**config.mk**
```make
export PLATFORM = sky130hd
export DESIGN_NAME = vga_fill_scheduler
export DESIGN_NICKNAME = d
export VERILOG_FILES = /design/src/rtl/vga_pkg.sv /design/src/rtl/vga_fill_clip.sv /design/src/rtl/vga_fill_scheduler.sv
export SDC_FILE = /design/constraint.sdc
export NUM_CORES = 1
export LEC_CHECK = 0
export ABC_AREA = 1
export CORE_MARGIN = 4
export CORE_UTILIZATION = 54
export CTS_CLUSTER_DIAMETER = 50
export DETAILED_ROUTE_END_ITERATION = 6
export PLACE_DENSITY = 0.87
export SLEW_MARGIN = 20
export SYNTH_ARGS = -nofsm -noshare
export SYNTH_HDL_FRONTEND = slang
export SYNTH_SLANG_ARGS = --single-unit
```
**constraint.sdc**
```tcl
create_clock -name clk -period 3.4 [get_ports clk]
set_input_delay 0.34 -clock clk [delete_from_list [all_inputs] [get_ports clk]]
set_output_delay 0.34 -clock clk [all_outputs]
set_load 0.02 [all_outputs]
```
**src/rtl/vga_pkg.sv**
```systemverilog
// Shared frame-buffer geometry and fill-engine state encoding.
package vga_pkg;
  localparam int FB_COLS   = 80;
  localparam int FB_ROWS   = 60;
  localparam int FB_CELLS  = FB_COLS * FB_ROWS;
  localparam int FB_ADDR_W = 16;

  typedef enum logic [1:0] {IDLE, WAIT_VBL, FILL, DONE} fill_state_t;
endpackage

```
**src/rtl/vga_fill_clip.sv**
```systemverilog
// Clips a rectangle command against the frame buffer; purely combinational.
module vga_fill_clip
  import vga_pkg::*;
#(
  parameter int COLS = FB_COLS,
  parameter int ROWS = FB_ROWS
) (
  input  logic [6:0] x0,
  input  logic [5:0] y0,
  input  logic [6:0] w,
  input  logic [5:0] h,
  output logic [6:0] x_end,
  output logic [5:0] y_end,
  output logic       empty,
  output logic       clipped
);
  logic [7:0] x_sum, y_sum;
  logic       x_over, y_over;

  // 8-bit sums so x0+w / y0+h cannot wrap before the clamp
  assign x_sum  = {1'b0, x0} + {1'b0, w};
  assign y_sum  = {2'b0, y0} + {2'b0, h};
  assign x_over = x_sum > 8'(COLS);
  assign y_over = y_sum > 8'(ROWS);
  // when not over, the sum is <= COLS/ROWS and fits the narrow field
  assign x_end  = x_over ? 7'(COLS) : x_sum[6:0];
  assign y_end  = y_over ? 6'(ROWS) : y_sum[5:0];

  assign empty   = (w == 7'd0) || (h == 6'd0) ||
                   ({1'b0, x0} >= 8'(COLS)) || ({2'b0, y0} >= 8'(ROWS));
  assign clipped = empty || x_over || y_over;
endmodule

```
**src/rtl/vga_fill_scheduler.sv**
```systemverilog
// Shares the frame-buffer CPU port between CPU accesses (always first) and a
// rectangle-fill engine that writes one cell per idle cycle.
module vga_fill_scheduler
  import vga_pkg::*;
#(
  parameter int COLS   = FB_COLS,
  parameter int ROWS   = FB_ROWS,
  parameter int ADDR_W = FB_ADDR_W
) (
  input  logic              clk,
  input  logic              reset,
  input  logic              cpu_mem_write,
  input  logic              cpu_mem_read,
  input  logic [ADDR_W-1:0] cpu_address,
  input  logic [7:0]        cpu_write_data,
  output logic [7:0]        cpu_read_data,
  input  logic              cmd_valid,
  output logic              cmd_ready,
  input  logic [6:0]        cmd_x0,
  input  logic [5:0]        cmd_y0,
  input  logic [6:0]        cmd_w,
  input  logic [5:0]        cmd_h,
  input  logic [7:0]        cmd_color,
  input  logic              cmd_wait_vblank,
  input  logic              vsync,
  output logic              fb_mem_write,
  output logic [ADDR_W-1:0] fb_address,
  output logic [7:0]        fb_write_data,
  input  logic [7:0]        fb_read_data,
  output logic              busy,
  output logic              done,
  output logic              clipped
);
  fill_state_t state, state_nx;

  logic [6:0]  cx, x0_q, x_end_q;
  logic [5:0]  cy, y_end_q;
  logic [12:0] row_base;
  logic [7:0]  color_q;
  logic        vsync_q, clipped_q;

  logic [6:0]  clip_x_end;
  logic [5:0]  clip_y_end;
  logic        clip_empty, clip_clipped;

  logic accept, cpu_acc, grant, row_end, last_cell, vsync_fall;
  logic [ADDR_W-1:0] fill_addr;

  vga_fill_clip #(.COLS(COLS), .ROWS(ROWS)) u_clip (
    .x0(cmd_x0), .y0(cmd_y0), .w(cmd_w), .h(cmd_h),
    .x_end(clip_x_end), .y_end(clip_y_end),
    .empty(clip_empty), .clipped(clip_clipped)
  );

  assign cmd_ready  = (state == IDLE);
  assign accept     = cmd_valid && cmd_ready;
  assign cpu_acc    = cpu_mem_write || cpu_mem_read;
  assign grant      = (state == FILL) && !cpu_acc;
  assign row_end    = ({1'b0, cx} + 8'd1) == {1'b0, x_end_q};
  assign last_cell  = row_end && (({1'b0, cy} + 7'd1) == {1'b0, y_end_q});
  assign vsync_fall = vsync_q && !vsync;
  assign fill_addr  = ADDR_W'(row_base) + ADDR_W'(cx);

  assign busy          = (state != IDLE);
  assign done          = (state == DONE);
  assign clipped       = clipped_q;
  assign cpu_read_data = fb_read_data;

  // state register
  always_ff @(posedge clk or posedge reset) begin
    if (reset) state <= IDLE;
    else       state <= state_nx;
  end

  // next-state logic
  always_comb begin
    state_nx = state;
    unique case (state)
      IDLE:     if (accept) begin
                  if (clip_empty)           state_nx = DONE;
                  else if (cmd_wait_vblank) state_nx = WAIT_VBL;
                  else                      state_nx = FILL;
                end
      WAIT_VBL: if (vsync_fall)             state_nx = FILL;
      FILL:     if (grant && last_cell)     state_nx = DONE;
      DONE:                                 state_nx = IDLE;
      default:                              state_nx = IDLE;
    endcase
  end

  // port mux: CPU owns the port whenever it strobes, fill takes idle cycles
  always_comb begin
    fb_mem_write  = cpu_mem_write;
    fb_address    = cpu_address;
    fb_write_data = cpu_write_data;
    if (!cpu_acc && state == FILL) begin
      fb_mem_write  = 1'b1;
      fb_address    = fill_addr;
      fb_write_data = color_q;
    end
  end

  // command latch, cell walker and vsync edge sampler
  always_ff @(posedge clk or posedge reset) begin
    if (reset) begin
      cx        <= '0;
      cy        <= '0;
      x0_q      <= '0;
      x_end_q   <= '0;
      y_end_q   <= '0;
      row_base  <= '0;
      color_q   <= '0;
      clipped_q <= 1'b0;
      vsync_q   <= 1'b1;
    end else begin
      vsync_q <= vsync;
      if (accept) begin
        x0_q      <= cmd_x0;
        x_end_q   <= clip_x_end;
        y_end_q   <= clip_y_end;
        color_q   <= cmd_color;
        clipped_q <= clip_clipped;
        cx        <= cmd_x0;
        cy        <= cmd_y0;
        row_base  <= {7'b0, cmd_y0} * 13'(COLS);
      end else if (grant) begin
        if (row_end) begin
          cx       <= x0_q;
          cy       <= cy + 6'd1;
          row_base <= row_base + 13'(COLS);
        end else begin
          cx <= cx + 7'd1;
        end
      end
    end
  end
endmodule
```
==> impl_metrics.ini, run 1 <==
[placed_design]
pre_cts_ws_ns = 0.684
dpl.cell_count = 815
io_buffers = 93
routabilityCongestion = 0.865
dp_hpwl_um = 8790

[cells_and_area]
nNetsFinal = 828
n_fill_cell = 664
antenna_cells = 0
final_core_utilization_pct = 69.9
stdcell_count = 823
drive_gt1_share_pct = 5.55
areaGrowthSynthToFinish_pct = 25.0

[floorplanning]
die_h_um = 97.9
die_w_um = 97.9
io_pins = 110
core-area_mm2 = 0.00781
initial_utilization_pct = 55.9
dieArea_mm2 = 0.00959
rows = 32

[synth]
synth_seq_cells = 54
synth_seq_area_share_pct = 31.0
async_flop_share_pct = 100
synth_edf_count = 0
ys.flop_type = dfrtp_1
synth_area_mm2 = 0.00437
yosysWarnings = 0
avgSynthCellArea_um2 = 6.81
synth_cells = 641
synth_cell_types = 40
syn-num-nets = 749

[sta]
finalCriticalPeriod_ns = 2.99
max_freq_mhz = 334
setup_slack_ns = 0.405
finalSetupViolCount = 0
tightest_slew_ns = 0.732
fin_skew_ns = 0.00650
whs_ns = 0.317
rsz0062_at_grt = no
fin_crit_sh_pct = 88.1
max-slew-margin-rel_pct = 51.0
hold_viol = 0
slew_viol_final = 0
tns_ns = 0

[cts]
htree_levels = 2
cts_tree = done
hold_buffers = 0
cts_sinks = 54
clock-root-buffer = clkbuf_8
ctsResizeCount = 0
clock_latency_ns = 0.31
clk_path_buf_depth = 2
tritoncts.num_buffers = 5
clk_pin_slew_ns = 0.10
cts_setup_buffers = 0

[routing]
vias_per_cell = 5.46
drt_iter0_markers = 295
ant_nets = 0
vias = 4492
first_pass_iters = 5
wirelength_um = 11600
drc = 0
wire_per_inst_um = 14.0

[hold_path]
min_path_type = in -> async

[pwr]
leakage_nw = 2.68
power_density_mw_per_mm2 = 745
ir_drop_mv = 0.537

[global_routing]
grt_start_max_net_pins = 61
gr-total-overflow = 0
antenna_found_initial = 0
gr-usage-all-layers_pct = 23.4
grt_pass1_vias = 4319
grt_pass1_wl_um = 18900

[worst_setup_path]
end_kind = output port
crit_fanout = 4
cp-start-kind = register
crit_arrival_ns = 2.65
crit_type = reg -> out
required_ns = 3.06

[run]
cap_violations = 0

[run_status]
status = finished clean
-- cells in the mapped netlist (all sizes together) (2+ instances only) --
master | instances | area [um^2]
inv | 62 | 233
xnor2 | 11 | 96.3
a31oi | 3 | 18.8
clkinv | 2 | 7.51
o21ai | 60 | 315
o22ai | 2 | 12.5
nor2 | 53 | 221
nand3 | 38 | 208
buf | 12 | 95.1
or2 | 5 | 31.3
a21o | 2 | 15.0
clkbuf | 14 | 52.6
a21oi | 20 | 100
nand3b | 4 | 30.0
nand4 | 8 | 50.1
xor2 | 11 | 96.3
nand2 | 235 | 907
ha | 32 | 400
nor3 | 3 | 15.0
dfrtp | 53 | 1330
fa | 3 | 60.1
-- worst max-delay path: stages, from the launching register on --
cell	delay, ns
dfrtp_1	0.43
ha_1	0.34
a21o_1	0.21
o21ai_0	0.21
nand2_1	0.10
nand2_1	0.10
nor2_1	0.06
nand2_1	0.05
nand2_1	0.04
o21ai_0	0.15
clkdlybuf4s50_1	0.64
-- state kept, by name, indices dropped and copies added, names as in the netlist --
name and cells:
color_q 8, clipped 1, vsync_q 1, x0_q 7, x_end_q 7, state 2
row_base 9, cx 7, y_end_q 6, cy 6
-- layer usage --
metal | track usage [%] | share of wire (%)
met5 | 0 | 0
met4 | 8.73 | 2.6
met3 | 4.93 | 8.0
met2 | 40.7 | 48
met1 | 28.5 | 42
-- cell usage in the layout, fill, tap and decap left out, drive strengths merged --
cell,instances
buf,5
clkdlybuf4s50,93
ha,32
xor2,11
inv,62
nor3,3
nand3b,4
a21oi,20
a22oi,1
clkinv,2
nand3,38
fa,3
dfrtp,53
dfstp,1
a31oi,3
nor4,1
a21o,2
o31ai,1
a22o,1
nor2,53
nand4,8
or2,5
bufinv,2
o22a,1
and2,1
nand2,235
o22ai,2
xnor2,11
conb,1
clkbuf,6
o21ai,60
-- cell families (layout without fill, tap and decap cells) --
family,count (synthesis),count (layout),synth area share (%)
and+or+nand+nor,348,348,33.8
xor gates and xnor gates,22,22,4.41
buffers and inverters,90,170,8.88
other,1,1,0.0859
adders and majority gates,35,35,10.5
DFF,54,54,31.0
AOI/OAI and AO/OA,91,91,11.3
-- metrics by stage --
| stage | total power [W] | area, um^2 |
|---|---|---|
| after floorplan | 0.00288 | 4370 |
| after global placement | 0.00339 | 5320 |
| after detailed placement | 0.00349 | 5320 |
| after CTS | 0.00405 | 5460 |
| after global routing | 0.00443 | 5460 |
| final | 0.00407 | 5460 |
-- final timing paths --
path / start / endpoint / slack (ns) / depth (start not counted)
max: row_base[5] / fb_address[10] / 0.41 / 10
min: reset / color_q[2] / 0.32 / 2
max reg2reg: state[0] / row_base[7] / 1.07 / 10
min reg2reg: x0_q[1] / x0_q[1] / 0.49 / 2
max in group asynchronous: reset / vsync_q / 2.23 / 3
min in group clk: vsync / vsync_q / 0.45 / 1
-- area by class of cell --
type	count	area, um^2	share of cell area [%]
Multi-Input combinational cell	497	2630	48.1
Clock inverter	2	60.1	1.10
Tap cell	102	128	2.34
Timing Repair Buffer	98	968	17.7
Sequential cell	54	1350	24.8
Inverter	64	240	4.40
Clock buffer	6	82.6	1.51
-- power breakdown --
part	total, W	switching, W	internal, W
combinational	0.00229	0.00137	0.000921
clock	0.000534	0.000220	0.000314
sequential	0.00124	0.000303	0.000939
(Power assumes the default switching activity.)
==> run 2, diff against run 1 <==
Settings changed: CAP_MARGIN set to 20.
==> results of run 2 <==
Same layout as run 1: the final DEF is identical, and so are final timing and power.
==> run 3, diff against run 2 <==
Settings changed: CORE_UTILIZATION 54 to 55, SYNTH_HIERARCHICAL set to 1.
==> run 3 against run 2 <==
  * The run now ends with DRC left
  * Critical path type unchanged
  * Die area rose by 3.2%
  * Cell count rose by 7.2%
  * Sequential power fell by 3%
  * Design area rose by 3.8%
  * Register-to-register slack improved by 0.19 ns
  * Via count rose by 5.5%
  * Sequential cell count did not move
  * Clock power fell by 27%
  * Worst hold slack improved by 0.11 ns
==> impl_metrics.ini, run 3 <==
[cells_and_area]
nNetsFinal = 884
antenna_cells = 0
largest_register_ffs = 9
final_common_cell = nand2_1
regMostFlops = row_base
largest_registers = row_base: 9 flops, color_q: 8 flops
stdcell_count = 882
areaGrowthSynthToFinish_pct = 23.1
final_cell_mix = nand2_1, clkdlybuf4s50_1, inv_1
drive_gt1_share_pct = 6.31

[placed_design]
routabilityCongestion = 0.886
dp_hpwl_um = 9290
dpl.cell_count = 874
io_buffers = 93

[worst_setup_path]
cp-start-kind = register
crit_type = reg -> out
reg2reg_from = cx[1]
reg2reg_depth = 13
rrSetupSlack_ns = 1.26
end_kind = output port
required_ns = 3.06
crit_arrival_ns = 2.77
rr_endpoint = row_base[5]
crit_fanout = 5

[cts]
cts_setup_buffers = 0
clk_pin_slew_ns = 0.12
clock_latency_ns = 0.33
htree_levels = 2
cts_tree = done
hold_buffers = 0
cts_sinks = 54
clock-root-buffer = clkbuf_8
tritoncts.num_buffers = 5
ctsResizeCount = 0
clk_path_buf_depth = 2

[floorplanning]
die_h_um = 99.5
dieArea_mm2 = 0.00989
initial_utilization_pct = 56.3
core-area_mm2 = 0.00818
io_pins = 110
die_w_um = 99.5
rows = 33

[run_status]
status = finished with violations
violations = DRC

[sta]
slew_viol_final = 0
finalCriticalPeriod_ns = 3.11
tightest_slew_ns = 0.715
hold_viol = 0
whs_ns = 0.428
rsz0062_at_grt = no
max_freq_mhz = 321
tns_ns = 0
max-slew-margin-rel_pct = 52.2
finalSetupViolCount = 0
fin_skew_ns = 0.0188
fin_crit_sh_pct = 91.6

[global_routing]
grt_pass1_wl_um = 20500
grt_start_max_net_pins = 47
gr-usage-all-layers_pct = 24.9
antenna_found_initial = 0
grt_pass1_vias = 4446
gr-total-overflow = 0

[routing]
vias_per_cell = 5.37
vias = 4737
drc = 20
wire_per_inst_um = 13.7
ant_nets = 0
wirelength_um = 12100
first_pass_iters = 7
drt_iter0_markers = 318

[synth]
yosys.cell_count.top_type = nand2_1
synth_top_area_share_pct = 28.8
ys.flop_type = dfrtp_1
async_flop_share_pct = 100
avgSynthCellArea_um2 = 6.63
synth_cell_types = 41
synth_common_cells = nand2_1, inv_1, nand3_1, nor2_1
yosys-top-cells-area = dfrtp_1, nand2_1, ha_1
yosys.area.top_type = dfrtp_1
synth_seq_cells = 54
synth_edf_count = 0
synth_seq_area_share_pct = 29.4
synth_area_mm2 = 0.00460
yosysWarnings = 6
syn-num-nets = 802
synth_cells = 694

[pwr]
ir_drop_mv = 0.468
power_density_mw_per_mm2 = 644
leakage_nw = 2.89

[hold_path]
min_path_type = in -> async

[run]
cap_violations = 0
## run 3: worst max path at each step
stage | depth (start not counted) | endpoint | from | slack [ns]
6_report | 9 | fb_address[10] | row_base[5] | 0.29
3_3_place_gp | 6 | fb_mem_write | cpu_mem_write | 0.64
5_1_grt | 9 | fb_address[10] | row_base[5] | 0.09
4_1_cts | 9 | fb_address[10] | row_base[5] | 0.30
2_1_floorplan | 7 | fb_address[8] | row_base[5] | 1.20
3_5_place_dp | 6 | fb_mem_write | cpu_mem_write | 0.60
## run 3: per-layer routing
metal	vias to the layer above	GRT usage [%]	wire length, um
li1	2379	-	-
met4	0	6.30	212
met2	182	42.8	5790
met1	2150	33.4	5180
met3	26	2.88	884
met5	-	0	0
## run 3: logic make-up after synthesis
| group | synth area share [%] |
|---|---|
| other cells | 0.0815 |
| flops | 29.4 |
| xor+xnor | 2.47 |
| buf+inv | 9.90 |
| simple gates | 35.7 |
| compound gates | 12.4 |
| fa+ha+maj | 10.0 |
## run 3: metrics by stage
stage / total power, W / setup WS (ns) / utilization (%) / area [um^2]
after floorplan: 0.00265 / 1.20 / - / 4600
after global routing: 0.00397 / 0.0862 / 69.3 / 5660
after CTS: 0.00363 / 0.297 / 69.3 / 5660
after detailed placement: 0.00323 / 0.598 / 68.2 / 5570
final: 0.00365 / 0.286 / 69.3 / 5660
after global placement: 0.00316 / 0.635 / 68.2 / 5570
## run 3: area by class of cell
cell class / instances / area (um^2)
Multi-Input combinational cell: 530 / 2790
Tap cell: 105 / 131
Clock buffer: 5 / 68.8
Fill cell: 681 / 2510
Timing Repair Buffer: 98 / 968
Inverter: 87 / 327
Sequential cell: 54 / 1350
Clock inverter: 3 / 23.8
## run 3: critical path, cell delays in order (launching register included)
cell,delay (ns)
dfrtp_1,0.44
ha_1,0.34
a21o_1,0.16
o21ai_0,0.12
a21oi_1,0.33
nand2_1,0.12
o21ai_0,0.18
nand3_1,0.09
nand2_1,0.07
clkdlybuf4s50_1,0.59
## run 3: power by group
group | leakage [nW] | internal [W] | switching (W)
Combinational | 2.18 | 0.000826 | 0.00123
Sequential | 0.670 | 0.000939 | 0.000262
Clock | 0.0408 | 0.000148 | 0.000241
